`config.mk`:
```
export PLATFORM = sky130hd
export DESIGN_NAME = cpu_mem_arbiter_flat
export DESIGN_NICKNAME = d
export VERILOG_FILES = /design/src/rtl/cpu_mem_arbiter_if.sv /design/src/rtl/cpu_mem_arbiter.sv /design/src/flat_wrapper.sv
export SDC_FILE = /design/constraint.sdc
export NUM_CORES = 1
export LEC_CHECK = 0
export ABC_AREA = 1
export CAP_MARGIN = 20
export CORE_MARGIN = 1
export CORE_UTILIZATION = 40
export CTS_BUF_LIST = sky130_fd_sc_hd__clkbuf_16
export DETAILED_ROUTE_END_ITERATION = 8
export GPL_TIMING_DRIVEN = 1
export PLACE_DENSITY = 0.83
export SLEW_MARGIN = 20
export SYNTH_ARGS = -nofsm -noshare
export SYNTH_HDL_FRONTEND = slang
export SYNTH_SLANG_ARGS = --single-unit
```
`constraint.sdc`:
```
create_clock -name clock -period 2.13 [get_ports clock]
set_clock_uncertainty 0.2 [all_clocks]
set_input_delay 0.426 -clock clock [delete_from_list [all_inputs] [get_ports clock]]
set_output_delay 0.426 -clock clock [all_outputs]
set_load 0.005 [all_outputs]
```
`src/rtl/cpu_mem_arbiter_if.sv`:
```
// Signal bundle between the arbiter, the fetch/mem-access requesters and the memory bus.
// master: arbiter side; slave: requesters plus bus slave.
`timescale 1ns/1ps
interface cpu_mem_arbiter_if;
    logic        if_req;
    logic [31:0] if_addr;
    logic        if_ack;
    logic [31:0] if_rdata;
    logic        d_req;
    logic        d_write;
    logic [31:0] d_addr;
    logic [31:0] d_wdata;
    logic [3:0]  d_wmask;
    logic        d_ack;
    logic [31:0] d_rdata;
    logic        stall;
    logic        bus_req;
    logic        bus_write;
    logic [31:0] bus_addr;
    logic [31:0] bus_wdata;
    logic [3:0]  bus_wmask;
    logic        bus_ack;
    logic [31:0] bus_rdata;
    logic        bus_error;

    modport master (
        input  if_req, if_addr, d_req, d_write, d_addr, d_wdata, d_wmask, bus_ack, bus_rdata,
        output if_ack, if_rdata, d_ack, d_rdata, stall, bus_req, bus_write, bus_addr,
               bus_wdata, bus_wmask, bus_error
    );

    modport slave (
        output if_req, if_addr, d_req, d_write, d_addr, d_wdata, d_wmask, bus_ack, bus_rdata,
        input  if_ack, if_rdata, d_ack, d_rdata, stall, bus_req, bus_write, bus_addr,
               bus_wdata, bus_wmask, bus_error
    );
endinterface

```
`src/rtl/cpu_mem_arbiter.sv`:
```
// Shares the single memory bus between fetch and data requesters, one transaction at a time.
// Optional bus watchdog enabled by defining CPU_BUS_TIMEOUT_EN.
`timescale 1ns/1ps
module cpu_mem_arbiter #(
    parameter int unsigned TIMEOUT      = 255,
    parameter int unsigned STARVE_LIMIT = 4
) (
    input logic               clock,
    input logic               reset,
    cpu_mem_arbiter_if.master arb
);
    typedef enum logic [1:0] {StIdle, StBusyI, StBusyD, StResp} state_e;

    localparam logic [2:0] STARVE_MAX = 3'(STARVE_LIMIT);

    state_e      r_state;
    logic [2:0]  r_starve_cnt;
    logic        r_bus_req;
    logic        r_bus_write;
    logic [31:0] r_bus_addr;
    logic [31:0] r_bus_wdata;
    logic [3:0]  r_bus_wmask;
    logic        r_if_ack;
    logic        r_d_ack;
    logic [31:0] r_if_rdata;
    logic [31:0] r_d_rdata;

    logic        w_grant_d;
    logic        w_grant_i;
    logic        w_busy;
    logic        w_timeout;

    // Data wins unless a pending fetch has already been passed over STARVE_LIMIT times.
    assign w_grant_d = arb.d_req && !(arb.if_req && (r_starve_cnt == STARVE_MAX));
    assign w_grant_i = arb.if_req && !w_grant_d;
    assign w_busy    = (r_state == StBusyI) || (r_state == StBusyD);

`ifdef CPU_BUS_TIMEOUT_EN
    localparam logic [15:0] WDOG_LAST = 16'(TIMEOUT - 1);

    logic [15:0] r_wdog;
    logic        r_bus_error;

    // A bus_ack in the expiry cycle still completes normally.
    assign w_timeout     = w_busy && !arb.bus_ack && (r_wdog == WDOG_LAST);
    assign arb.bus_error = r_bus_error;
`else
    logic w_unused_timeout;

    assign w_unused_timeout = ^TIMEOUT;
    assign w_timeout        = 1'b0;
    assign arb.bus_error    = 1'b0;
`endif

    always_ff @(posedge clock) begin
        if (reset) begin
            r_state      <= StIdle;
            r_starve_cnt <= 3'd0;
            r_bus_req    <= 1'b0;
            r_bus_write  <= 1'b0;
            r_bus_addr   <= 32'd0;
            r_bus_wdata  <= 32'd0;
            r_bus_wmask  <= 4'd0;
            r_if_ack     <= 1'b0;
            r_d_ack      <= 1'b0;
            r_if_rdata   <= 32'd0;
            r_d_rdata    <= 32'd0;
`ifdef CPU_BUS_TIMEOUT_EN
            r_wdog       <= 16'd0;
            r_bus_error  <= 1'b0;
`endif
        end else begin
            unique case (r_state)
                StIdle: begin
                    if (w_grant_d) begin
                        r_state     <= StBusyD;
                        r_bus_req   <= 1'b1;
                        r_bus_write <= arb.d_write;
                        r_bus_addr  <= arb.d_addr;
                        r_bus_wdata <= arb.d_wdata;
                        r_bus_wmask <= arb.d_wmask;
                    end else if (w_grant_i) begin
                        r_state     <= StBusyI;
                        r_bus_req   <= 1'b1;
                        r_bus_write <= 1'b0;
                        r_bus_addr  <= arb.if_addr;
                        r_bus_wdata <= 32'd0;
                        r_bus_wmask <= 4'd0;
                    end
                    if (!arb.if_req || w_grant_i) begin
                        r_starve_cnt <= 3'd0;
                    end else if (w_grant_d && (r_starve_cnt != STARVE_MAX)) begin
                        r_starve_cnt <= r_starve_cnt + 3'd1;
                    end
                end
                StBusyI, StBusyD: begin
                    if (arb.bus_ack || w_timeout) begin
                        r_bus_req <= 1'b0;
                        r_state   <= StResp;
                        if (r_state == StBusyI) begin
                            r_if_ack   <= 1'b1;
                            r_if_rdata <= arb.bus_ack ? arb.bus_rdata : 32'd0;
                        end else begin
                            r_d_ack    <= 1'b1;
                            r_d_rdata  <= arb.bus_ack ? arb.bus_rdata : 32'd0;
                        end
                    end
                end
                StResp: begin
                    r_if_ack <= 1'b0;
                    r_d_ack  <= 1'b0;
                    r_state  <= StIdle;
                end
                default: r_state <= StIdle;
            endcase
`ifdef CPU_BUS_TIMEOUT_EN
            if (r_state == StIdle) begin
                r_wdog <= 16'd0;
            end else if (w_busy) begin
                r_wdog <= r_wdog + 16'd1;
            end
            if (w_timeout) begin
                r_bus_error <= 1'b1;
            end
`endif
        end
    end

    assign arb.if_ack    = r_if_ack;
    assign arb.if_rdata  = r_if_rdata;
    assign arb.d_ack     = r_d_ack;
    assign arb.d_rdata   = r_d_rdata;
    assign arb.bus_req   = r_bus_req;
    assign arb.bus_write = r_bus_write;
    assign arb.bus_addr  = r_bus_addr;
    assign arb.bus_wdata = r_bus_wdata;
    assign arb.bus_wmask = r_bus_wmask;
    // Fetch waits are absorbed by the fetch stage; only data accesses stall the pipe.
    assign arb.stall     = arb.d_req & ~r_d_ack;
endmodule
```
`src/flat_wrapper.sv`:
```
// flat-port wrapper written by rule: the top's interface ports become plain ports
module cpu_mem_arbiter_flat 
#(
    parameter int unsigned TIMEOUT      = 255,
    parameter int unsigned STARVE_LIMIT = 4
)
  (clock, reset, arb_if_req, arb_if_addr, arb_d_req, arb_d_write, arb_d_addr, arb_d_wdata, arb_d_wmask, arb_bus_ack, arb_bus_rdata, arb_if_ack, arb_if_rdata, arb_d_ack, arb_d_rdata, arb_stall, arb_bus_req, arb_bus_write, arb_bus_addr, arb_bus_wdata, arb_bus_wmask, arb_bus_error);
  cpu_mem_arbiter_if arb_i ();
  input logic clock;
  input logic reset;
  input wire logic [$bits(arb_i.if_req)-1:0] arb_if_req;
  input wire logic [$bits(arb_i.if_addr)-1:0] arb_if_addr;
  input wire logic [$bits(arb_i.d_req)-1:0] arb_d_req;
  input wire logic [$bits(arb_i.d_write)-1:0] arb_d_write;
  input wire logic [$bits(arb_i.d_addr)-1:0] arb_d_addr;
  input wire logic [$bits(arb_i.d_wdata)-1:0] arb_d_wdata;
  input wire logic [$bits(arb_i.d_wmask)-1:0] arb_d_wmask;
  input wire logic [$bits(arb_i.bus_ack)-1:0] arb_bus_ack;
  input wire logic [$bits(arb_i.bus_rdata)-1:0] arb_bus_rdata;
  output wire logic [$bits(arb_i.if_ack)-1:0] arb_if_ack;
  output wire logic [$bits(arb_i.if_rdata)-1:0] arb_if_rdata;
  output wire logic [$bits(arb_i.d_ack)-1:0] arb_d_ack;
  output wire logic [$bits(arb_i.d_rdata)-1:0] arb_d_rdata;
  output wire logic [$bits(arb_i.stall)-1:0] arb_stall;
  output wire logic [$bits(arb_i.bus_req)-1:0] arb_bus_req;
  output wire logic [$bits(arb_i.bus_write)-1:0] arb_bus_write;
  output wire logic [$bits(arb_i.bus_addr)-1:0] arb_bus_addr;
  output wire logic [$bits(arb_i.bus_wdata)-1:0] arb_bus_wdata;
  output wire logic [$bits(arb_i.bus_wmask)-1:0] arb_bus_wmask;
  output wire logic [$bits(arb_i.bus_error)-1:0] arb_bus_error;
  assign arb_i.if_req = arb_if_req;
  assign arb_i.if_addr = arb_if_addr;
  assign arb_i.d_req = arb_d_req;
  assign arb_i.d_write = arb_d_write;
  assign arb_i.d_addr = arb_d_addr;
  assign arb_i.d_wdata = arb_d_wdata;
  assign arb_i.d_wmask = arb_d_wmask;
  assign arb_i.bus_ack = arb_bus_ack;
  assign arb_i.bus_rdata = arb_bus_rdata;
  assign arb_if_ack = arb_i.if_ack;
  assign arb_if_rdata = arb_i.if_rdata;
  assign arb_d_ack = arb_i.d_ack;
  assign arb_d_rdata = arb_i.d_rdata;
  assign arb_stall = arb_i.stall;
  assign arb_bus_req = arb_i.bus_req;
  assign arb_bus_write = arb_i.bus_write;
  assign arb_bus_addr = arb_i.bus_addr;
  assign arb_bus_wdata = arb_i.bus_wdata;
  assign arb_bus_wmask = arb_i.bus_wmask;
  assign arb_bus_error = arb_i.bus_error;
  cpu_mem_arbiter #(.TIMEOUT(TIMEOUT), .STARVE_LIMIT(STARVE_LIMIT)) u_core (.clock(clock), .reset(reset), .arb(arb_i));
endmodule
```
==> results.sh <==
export IMPL_status="finished clean"
export IMPL_swShare_pct=32.4
export IMPL_max_freq_mhz=488
export IMPL_dieArea_sq_um=15100
export IMPL_power_switching_w=0.00364
export IMPL_p_per_area_nw_per_um2=1210
export IMPL_fin_crit_ns=2.05
export IMPL_rows=43
export IMPL_combPwrFrac_pct=38.8
export IMPL_cp_required_ns=1.50
export IMPL_critPathCaptureType="primary output"
export IMPL_synthTopCellsByCount="nand2_1, dfxtp_1, nor2_1, nand3_1, a21oi_1"
export IMPL_cts_clk_slew_worst_paths_ns=0.06
export IMPL_slew_headroom_pct=63.1
export IMPL_cts_root_buf="clkbuf_16"
export IMPL_grt_max_degree=74
export IMPL_synth_top_area_share_pct=48.4
export IMPL_drive_gt1_share_pct=6.06
export IMPL_finalSetupViolCount=0
export IMPL_holdBufCountCts=0
export IMPL_worstSkewPairLatency_ns=0.41
export IMPL_detail_route_antenna_nets=0
export IMPL_power_frac_clock_pct=26.6
export IMPL_p_int_w=0.00761
export IMPL_nFillCells=1144
export IMPL_holdWs_ns=0.259
export IMPL_core_sq_um=14000
export IMPL_cp_start_kind="flop"
export IMPL_clock_sinks=141
export IMPL_critPathMaxFanout=3
export IMPL_ir_worst_vdd_mv=0.800
export IMPL_drt_iter0_markers=480
export IMPL_synth_largest_area_cell="dfxtp_1"
export IMPL_rsz0062_at_grt="false"
export IMPL_total_leakage_power_nw=3.95
export IMPL_dr_total_vias=6148
export IMPL_synth_cells=802
export IMPL_gp_congestion=0.785
export IMPL_grt_pass1_wl_um=27200
export IMPL_nNetsFinal=1206
export IMPL_numCtsBuffers=17
export IMPL_cts_tree="built"
export IMPL_dp_hpwl_um=12200
export IMPL_cts_buffer_depth=2
export IMPL_regToRegSetupSlack_ns=0.15
export IMPL_synth_cell_type_count=24
export IMPL_worstPathArrival_ns=1.42
export IMPL_synth_area_sq_um=5830
export IMPL_synth_edff_count=0
export IMPL_syn_nets=948
export IMPL_pre_cts_slack_ns=-0.162
export IMPL_synth_seq_cells=141
export IMPL_slew_violations=0
export IMPL_synth_flop_cell="dfxtp_1"
export IMPL_ys_seq_area_share_pct=48.4
export IMPL_avgSynthCellArea_sq_um=7.27
export IMPL_drt_wl_total_um=17600
export IMPL_numPortBuffers=274
export IMPL_initial_utilization_pct=41.5
export IMPL_maxCapViolCount=0
export IMPL_drc_errors=0
export IMPL_synthArstFlopShare_pct=0
export IMPL_synthTopCellsByArea="dfxtp_1, nand2_1, nor2_1"
export IMPL_antenna_found_initial=1
export IMPL_via_per_inst=4.90
export IMPL_fin_ws_ns=0.0827
export IMPL_dr_pass1_iters=4
export IMPL_wire_per_inst_um=14.0
export IMPL_pwr_share_seq_pct=34.6
export IMPL_tightest_slew_ns=0.554
export IMPL_finalHoldViolCount=0
export IMPL_grt_ovfl_total=0
export IMPL_track_usage_pct=23.3
export IMPL_io_pin_count=276
export IMPL_die_w_um=123
export IMPL_critPathKind="flop to primary output"
export IMPL_synth_most_common_cell="nand2_1"
export IMPL_yosys_warnings=0
export IMPL_htreeDepth=4
export IMPL_min_path_type="flop to flop"
export IMPL_area_growth_pct=60.2
export IMPL_postCtsSetupBuffers=0
export IMPL_first_global_vias=5760
export IMPL_utilization_pct=66.5
export IMPL_die_height_um=123
export IMPL_finalCritPeriodShare_pct=96.1
worst max-delay path, stage by stage, from the launching register on:
cell and delay (ns):
dfxtp_1 0.36, nor2_1 0.14, clkdlybuf4s50_1 0.51
per-stage QoR:
stage / setup TNS, ns / area (sq um) / total power, W / std cells
5_1_grt: 0 / 9330 / 0.0120 / 1254
4_1_cts: 0 / 9330 / 0.0113 / 1253
2_1_floorplan: 0 / 5830 / 0.00593 / 802
3_3_place_gp: -0.594 / 8730 / 0.00820 / 1221
6_report: 0 / 9330 / 0.0113 / 1254
3_5_place_dp: -2.87 / 8730 / 0.00829 / 1221
layout make-up:
class,count,area [sq um],area share (%)
clock buffer,17,425,4.56
multi-input combinational,552,2490,26.7
inverter,48,183,1.96
antenna,1,2.50,0.0268
clock inverter,15,174,1.86
timing repair buffer,300,3010,32.2
sequential,141,2820,30.2
tap,180,225,2.41
path summary, 6_finish.rpt:
| path | startpoint | endpoint | depth (start not counted) |
|---|---|---|---|
| min reg2reg | u_core.arb.if_rdata[18]$_SDFFE_PP0P_ | u_core.arb.if_rdata[18]$_SDFFE_PP0P_ | 2 |
| min | u_core.arb.if_rdata[18]$_SDFFE_PP0P_ | u_core.arb.if_rdata[18]$_SDFFE_PP0P_ | 2 |
| max reg2reg | u_core.r_state[0]$_SDFFE_PP0P_ | u_core.arb.if_rdata[31]$_SDFFE_PP0P_ | 8 |
| max | u_core.arb.d_ack$_SDFFE_PP0P_ | arb_stall | 2 |
cell usage in the layout (no fill, tap or decap), types with 6 or more instances in the layout:
| master | Yosys | routed |
|---|---|---|
| buf_12 | 0 | 6 |
| buf_4 | 5 | 20 |
| clkbuf_16 | 0 | 17 |
| dfxtp_1 | 141 | 141 |
| nand3_1 | 100 | 100 |
| inv_1 | 45 | 47 |
| ha_1 | 8 | 8 |
| o21ai_0 | 53 | 53 |
| o21ai_1 | 18 | 18 |
| nor2_1 | 134 | 134 |
| nand2_1 | 152 | 152 |
| a21oi_1 | 78 | 78 |
| clkdlybuf4s50_1 | 0 | 272 |
flip-flops by register name, summed over array words and instances (netlist names), 2 cells and up:
name                  flops
u_core.arb.d_rdata       32
u_core.arb.bus_wdata     32
u_core.arb.if_rdata      32
u_core.arb.bus_wmask      4
u_core.arb.bus_addr      32
u_core.r_starve_cnt       3
u_core.r_state            2
power by group through the flow:
stage	registers [W]	clock network (W)	logic, W
3_5_place_dp	0.00393	0	0.00437
6_report	0.00389	0.00300	0.00436
5_1_grt	0.00399	0.00319	0.00481
3_3_place_gp	0.00391	0	0.00429
4_1_cts	0.00390	0.00305	0.00440
2_1_floorplan	0.00397	0	0.00196
timing repair:
action / in CTS / in global routing
endpoints found under the setup margin: 1 / 28
gates cloned: 0 / 0
resized for setup: 1 / 2
pin swaps: 0 / 0
cell families after synthesis:
logic type / count (synthesis) / synth area share (%)
compound gates: 150 / 12.9
fa+ha+maj: 8 / 1.72
buf+inv: 109 / 8.74
flops: 141 / 48.4
other cells: 1 / 0.0644
simple gates: 393 / 28.1
per-layer routing:
metal  global-route usage, %  up-vias  wire length, um
met5                       0        -                0
met3                    9.29       27             1720
met2                    39.9      243             8470
met1                    25.8     2776             7020
li1                        -     3102                -
met4                    8.99        0              361
Note: power is estimated with default switching activity, not from simulation.
